## src/rtl/host_seq_pkg.sv

```systemverilog
// Shared types and constants for the host command sequencer: opcodes, FSM states,
// status bit positions, FrontPanel endpoint addresses and the multiplier step.
package host_seq_pkg;

   typedef enum logic [2:0] {
      OP_NOP   = 3'd0,
      OP_ADD   = 3'd1,
      OP_SUB   = 3'd2,
      OP_MUL   = 3'd3,
      OP_LDLED = 3'd4,
      OP_RDLED = 3'd5,
      OP_ILL6  = 3'd6,
      OP_ILL7  = 3'd7
   } op_e;

   typedef enum logic [1:0] {
      ST_ARM      = 2'd0,
      ST_IDLE     = 2'd1,
      ST_EXEC     = 2'd2,
      ST_MUL_ITER = 2'd3
   } state_e;

   localparam int STAT_BUSY     = 0;
   localparam int STAT_ERR      = 1;
   localparam int STAT_OVF      = 2;
   localparam int STAT_OP_LSB   = 8;
   localparam int STAT_CNT_LSB  = 16;
   localparam int STAT_DONE_TAG = 31;

   localparam logic [7:0] WIRE_OPERAND_A = 8'h00;
   localparam logic [7:0] WIRE_OPERAND_B = 8'h01;
   localparam logic [7:0] WIRE_CMD       = 8'h02;
   localparam logic [7:0] WIRE_RESULT    = 8'h20;
   localparam logic [7:0] WIRE_STATUS    = 8'h21;

   // One shift-add step: {hi, lo} holds the running partial product in hi and the
   // unconsumed multiplier bits in lo; the add carry is shifted back into bit 63.
   function automatic logic [63:0] mul_step(input logic [63:0] prod, input logic [31:0] mcand);
      logic [32:0] sum;
      sum = {1'b0, prod[63:32]} + (prod[0] ? {1'b0, mcand} : 33'd0);
      return {sum, prod[31:1]};
   endfunction

endpackage

```

## src/rtl/seq_mul32.sv

```systemverilog
// Iterative 32x32 shift-add multiplier; the first step is folded into the start cycle.
// Built only when HOST_SEQ_MUL_EN is defined.
`ifdef HOST_SEQ_MUL_EN
module seq_mul32
   import host_seq_pkg::*;
#(
   parameter int MUL_CYCLES = 32
) (
   input  logic        clk,
   input  logic        reset,
   input  logic        start,
   input  logic [31:0] a,
   input  logic [31:0] b,
   output logic        busy,
   output logic        done,
   output logic [63:0] product
);

   logic [31:0] mcand;
   logic [5:0]  remaining;

   always_ff @(posedge clk) begin
      if (reset) begin
         busy      <= 1'b0;
         mcand     <= '0;
         remaining <= '0;
         product   <= '0;
      end else if (start) begin
         busy      <= 1'b1;
         mcand     <= a;
         remaining <= 6'(MUL_CYCLES - 1);
         product   <= mul_step({32'd0, b}, a);
      end else if (busy) begin
         if (remaining == 6'd0) begin
            busy <= 1'b0;
         end else begin
            remaining <= remaining - 6'd1;
            product   <= mul_step(product, mcand);
         end
      end
   end

   // All MUL_CYCLES steps have been applied once the counter has drained.
   assign done = busy && (remaining == 6'd0);

endmodule
`endif

```

## src/rtl/host_op_sequencer.sv

```systemverilog
// Host command sequencer with toggle-tag handshake, arithmetic ops and the shared LED counter.
// Define HOST_SEQ_MUL_EN to build the multi-cycle multiplier; otherwise MUL is an illegal opcode.
module host_op_sequencer
   import host_seq_pkg::*;
#(
   parameter int MUL_CYCLES = 32
) (
   input  logic        clk,
   input  logic        reset,
   input  logic        tick,
   input  logic        button_n,
   input  logic [31:0] cmd_word,
   input  logic [31:0] operand_a,
   input  logic [31:0] operand_b,
   output logic [31:0] result,
   output logic [31:0] status,
   output logic [7:0]  led
);

   if (MUL_CYCLES != 32) begin : g_bad_mul_cycles
      $error("host_op_sequencer: MUL_CYCLES must be 32");
   end

   state_e      state;
   op_e         op_q;
   op_e         cmd_op;
   logic        last_tag, tag_q, cmd_new;
   logic        busy, err, ovf, done_tag;
   logic [31:0] a_q, b_q;
   logic [7:0]  count;

   assign cmd_op  = op_e'(cmd_word[2:0]);
   assign cmd_new = (state == ST_IDLE) && (cmd_word[31] != last_tag);

`ifdef HOST_SEQ_MUL_EN
   logic        mul_start, mul_busy, mul_done;
   logic [63:0] mul_product;

   assign mul_start = cmd_new && (cmd_op == OP_MUL);

   seq_mul32 #(.MUL_CYCLES(MUL_CYCLES)) u_mul (
      .clk     (clk),
      .reset   (reset),
      .start   (mul_start),
      .a       (operand_a),
      .b       (operand_b),
      .busy    (mul_busy),
      .done    (mul_done),
      .product (mul_product)
   );
`endif

   always_ff @(posedge clk) begin
      if (reset) begin
         state    <= ST_ARM;
         last_tag <= 1'b0;
         tag_q    <= 1'b0;
         op_q     <= OP_NOP;
         a_q      <= '0;
         b_q      <= '0;
         result   <= '0;
         busy     <= 1'b0;
         err      <= 1'b0;
         ovf      <= 1'b0;
         done_tag <= 1'b0;
         count    <= '0;
      end else begin
         // A LDLED completing below overrides this tick update.
         if (tick) count <= button_n ? count + 8'd1 : count - 8'd1;

         case (state)
            ST_ARM: begin
               last_tag <= cmd_word[31];
               state    <= ST_IDLE;
            end
            ST_IDLE: begin
               if (cmd_new) begin
                  last_tag <= cmd_word[31];
                  tag_q    <= cmd_word[31];
                  op_q     <= cmd_op;
                  a_q      <= operand_a;
                  b_q      <= operand_b;
                  busy     <= 1'b1;
`ifdef HOST_SEQ_MUL_EN
                  state    <= (cmd_op == OP_MUL) ? ST_MUL_ITER : ST_EXEC;
`else
                  state    <= ST_EXEC;
`endif
               end
            end
            ST_EXEC: begin
               err      <= 1'b0;
               ovf      <= 1'b0;
               case (op_q)
                  OP_NOP:   ;
                  OP_ADD:   {ovf, result} <= {1'b0, a_q} + {1'b0, b_q};
                  OP_SUB: begin
                     result <= a_q - b_q;
                     ovf    <= (a_q < b_q);
                  end
                  OP_LDLED: count  <= a_q[7:0];
                  OP_RDLED: result <= {24'd0, count};
                  default:  err    <= 1'b1;
               endcase
               done_tag <= tag_q;
               busy     <= 1'b0;
               state    <= ST_IDLE;
            end
`ifdef HOST_SEQ_MUL_EN
            ST_MUL_ITER: begin
               if (mul_done || !mul_busy) begin
                  result   <= mul_product[31:0];
                  ovf      <= |mul_product[63:32];
                  err      <= 1'b0;
                  done_tag <= tag_q;
                  busy     <= 1'b0;
                  state    <= ST_IDLE;
               end
            end
`endif
            default: state <= ST_IDLE;
         endcase
      end
   end

   always_comb begin
      status                           = '0;
      status[STAT_BUSY]                = busy;
      status[STAT_ERR]                 = err;
      status[STAT_OVF]                 = ovf;
      status[STAT_OP_LSB +: 3]         = op_q;
      status[STAT_CNT_LSB +: 8]        = count;
      status[STAT_DONE_TAG]            = done_tag;
   end

   assign led = ~count;

endmodule
```

## config.mk

```make
export PLATFORM = sky130hd
export DESIGN_NAME = host_op_sequencer
export DESIGN_NICKNAME = d
export VERILOG_FILES = /design/src/rtl/host_seq_pkg.sv /design/src/rtl/seq_mul32.sv /design/src/rtl/host_op_sequencer.sv
export SDC_FILE = /design/constraint.sdc
export NUM_CORES = 1
export LEC_CHECK = 0
export ABC_AREA = 1
export BUFFER_PORTS_ARGS = -buffer_cell sky130_fd_sc_hd__buf_2
export CAP_MARGIN = 30
export CORE_MARGIN = 4
export CORE_UTILIZATION = 60
export CTS_CLUSTER_SIZE = 25
export DETAILED_ROUTE_END_ITERATION = 16
export PLACE_DENSITY = 0.95
export SYNTH_ARGS = -nofsm -noshare
export SYNTH_HDL_FRONTEND = slang
export SYNTH_HIERARCHICAL = 1
export SYNTH_SLANG_ARGS = --single-unit
```

## constraint.sdc

```tcl
create_clock -name clk -period 3.09 [get_ports clk]
set_input_delay 0.1545 -clock clk [delete_from_list [all_inputs] [get_ports clk]]
set_output_delay 0.1545 -clock clk [all_outputs]
set_load 0.05 [all_outputs]
```

==> flow_metrics.env <==
export IMPL_antenna_found_initial=0
export IMPL_dieArea_um2=18500
export IMPL_crit_chain="inv_1, ha_1, nand2_1, nand2_1, inv_1, nand2_1, nand3_1, nand3b_1, nand2_1, nand2_1, nand2_1, nand3_1, nand2_1, nor2_1, nor2_1"
export IMPL_final_cell_area_um2=11700
export IMPL_cts_tree="yes"
export IMPL_synth_distinct_cells=43
export IMPL_gp_congestion=0.967
export IMPL_viasPerCell=5.40
export IMPL_syn_area_um2=9810
export IMPL_drc=0
export IMPL_cp_slowest_cell="ha_1"
export IMPL_cts_clk_slew_worst_paths_ps=60
export IMPL_cpPeakStageDelay_ps=470
export IMPL_synth_top_area_cell="dfxtp_1"
export IMPL_ys_top_cells_by_area="dfxtp_1 23%, nand2_1 19%, inv_1 12%, ha_1 8.9%, nand3_1 6.1%"
export IMPL_finalSetupTns_ps=0
export IMPL_fillers=1346
export IMPL_skew_ps=9.34
export IMPL_cts_sinks=115
export IMPL_io_buffer_count=126
export IMPL_grt_ovfl_total=0
export IMPL_fp_dieH_um=136
export IMPL_synth_edf_count=0
export IMPL_hold_viol=0
export IMPL_synth_adder_area_share_pct=9.54
export IMPL_synth_ff_type="dfxtp_1"
export IMPL_syn_inst=1640
export IMPL_crit_path_max_fanout=10
export IMPL_start_kind="register"
export IMPL_worst_slew_pin_slew_ps=774
export IMPL_synthSimpleGateAreaFrac_pct=34.9
export IMPL_critical_path_class="reg2reg"
export IMPL_min_period_over_period_pct=80.0
export IMPL_hold_depth=2
export IMPL_yosysWarnings=6
export IMPL_synth_top_area_share_pct=23.5
export IMPL_p_leak_nw=6.51
export IMPL_postCtsResizedCells=0
export IMPL_clk_path_buf_depth=2
export IMPL_cts_setup_buffers=0
export IMPL_async_flop_share_pct=0
export IMPL_seq_area_um2=2300
export IMPL_area_delta_synth_final_pct=19.0
export IMPL_reg2reg_depth=15
export IMPL_synth_top_family_by_area="simple AND/OR/NAND/NOR gates"
export IMPL_fin_nets=1972
export IMPL_slew_violations=0
export IMPL_synthTopCellsByCount="498 x nand2_1, 308 x inv_1, 128 x nor2_1"
export IMPL_syn_avg_cell_area_um2=5.98
export IMPL_via_count=11000
export IMPL_cpMostUsedCell="nand2_1"
export IMPL_ys_ff_latch=115
export IMPL_finalSetupViolCount=0
export IMPL_grt_max_degree=61
export IMPL_dieWidth_um=136
export IMPL_drtIter0Drc=1048
export IMPL_required_ps=3400
export IMPL_core_area_um2=15900
export IMPL_synth_xor_area_share_pct=0.982
export IMPL_cap_violations=0
export IMPL_synthMostInstantiatedCell="nand2_1"
export IMPL_drt_total_wl_um=33000
export IMPL_start_util_pct=61.6
export IMPL_status="completed"
export IMPL_final_layout_size_suffix_gt1_share_pct=12.1
export IMPL_cts_inserted_buffers=17
export IMPL_place_area_um2=10400
export IMPL_fin_crit_ps=2470
export IMPL_crit_arrival_ps=2780
export IMPL_yosysSeqAreaShare_pct=23.5
export IMPL_rows=46
export IMPL_grt_pass1_vias=10300
export IMPL_p_per_area_nw_per_um2=498
export IMPL_irDropWorstVdd_v=0.000400
export IMPL_rsz0062_at_grt="false"
export IMPL_dp_hpwl_um=24500
export IMPL_clock_latency_ps=430
export IMPL_detail_route_antenna_nets=0
export IMPL_wl_per_cell_um=16.3
export IMPL_max_freq_mhz=404
export IMPL_grt_use_total_pct=35.8
export IMPL_grt_pass1_wl_um=51800
export IMPL_synthMuxAreaShare_pct=0
export IMPL_first_pass_iters=6
export IMPL_critPathCaptureType="register"
export IMPL_boundaryPins=172
export IMPL_cts_root_buffer="clkbuf_16"
export IMPL_multi_input_area_um2=5880
export IMPL_hold_class="in2reg"
export IMPL_slew_headroom_pct=48.3
export IMPL_h_tree_depth=4
export IMPL_synth_compound_area_share_pct=13.8
[power by group]
part | internal, mW | switching [mW]
Clock | 1.30 | 0.789
Combinational | 0.639 | 1.45
Sequential | 1.57 | 0.0806
[layer usage]
layer	GRT usage, %	vias up	part of all wire [%]
met1	46.5	4904	41
met2	59.1	577	46
met5	0	-	0
met4	14.0	0	3.0
li1	-	5380	-
met3	6.62	90	9.5
[worst paths after layout]
check | slack (ps) | from | to
hold reg to reg | 450 | tag_q | tag_q
setup reg to reg | 620 | b_q[2] | result[27]
hold / removal | 70 | reset | busy
setup / recovery | 620 | b_q[2] | result[27]
[layout by cell type (no fill, tap or decap), types with 10 or more instances in the layout]
cell,count
inv_1,308
o21ai_0,82
buf_2,126
dlygate4sd3_1,68
a22o_1,29
nand2_1,498
ha_1,70
a21oi_1,74
nand2_2,10
clkbuf_16,17
nand4_1,12
nand3_1,119
nor2_2,17
nor3_1,13
nor2_1,128
conb_1,17
dfxtp_1,115
[logic make-up after synthesis]
group / Yosys count
AND/OR/NAND/NOR: 815
adder cells (fa/ha/maj): 73
flip-flops: 115
AO/OA/AOI/OAI: 228
buffers and inverters: 397
XOR/XNOR: 11
other: 1
[per-stage QoR]
stage / hold slack, ps / util, % / instances / worst slack [ps] / total power [mW]
final: 71.9 / 73.3 / 2029 / 617 / 5.82
after CTS: 59.2 / 73.2 / 2028 / 697 / 5.76
after global placement: 352 / 65.1 / 1928 / 754 / 3.59
after floorplan: 265 / - / 1656 / 1180 / 3.18
after detailed placement: 358 / 65.1 / 1928 / 705 / 3.63
after global routing: 66.7 / 73.2 / 2028 / 403 / 6.11
[state kept, by name, summed over array words and instances (netlist names)]
name	cells
last_tag	1
count	8
b_q	32
op_q	3
result	32
err	1
a_q	32
ovf	1
state	2
tag_q	1
busy	1
done_tag	1
[area by class of cell]
class,count,share of cell area [%]
Multi-Input combinational cell,1144,50.3
Sequential cell,115,19.7
Timing Repair Buffer,203,12.1
Inverter,318,10.2
Clock buffer,18,3.76
Tap cell,216,2.31
Clock inverter,14,1.53
Antenna cell,1,0.0214
[worst max-delay path, delay by kind of cell (launching register included)]
kind          cells  cell delay [ps]
simple gates     12             1430
fa+ha+maj         1              470
flops             1              330
buf+inv           2              110
[repair_timing]
item,CTS,global route
hold endpoints to repair,69,0
endpoints found under the setup margin,0,0
hold buffers,68,0
Note: power is estimated with default switching activity, not from simulation.
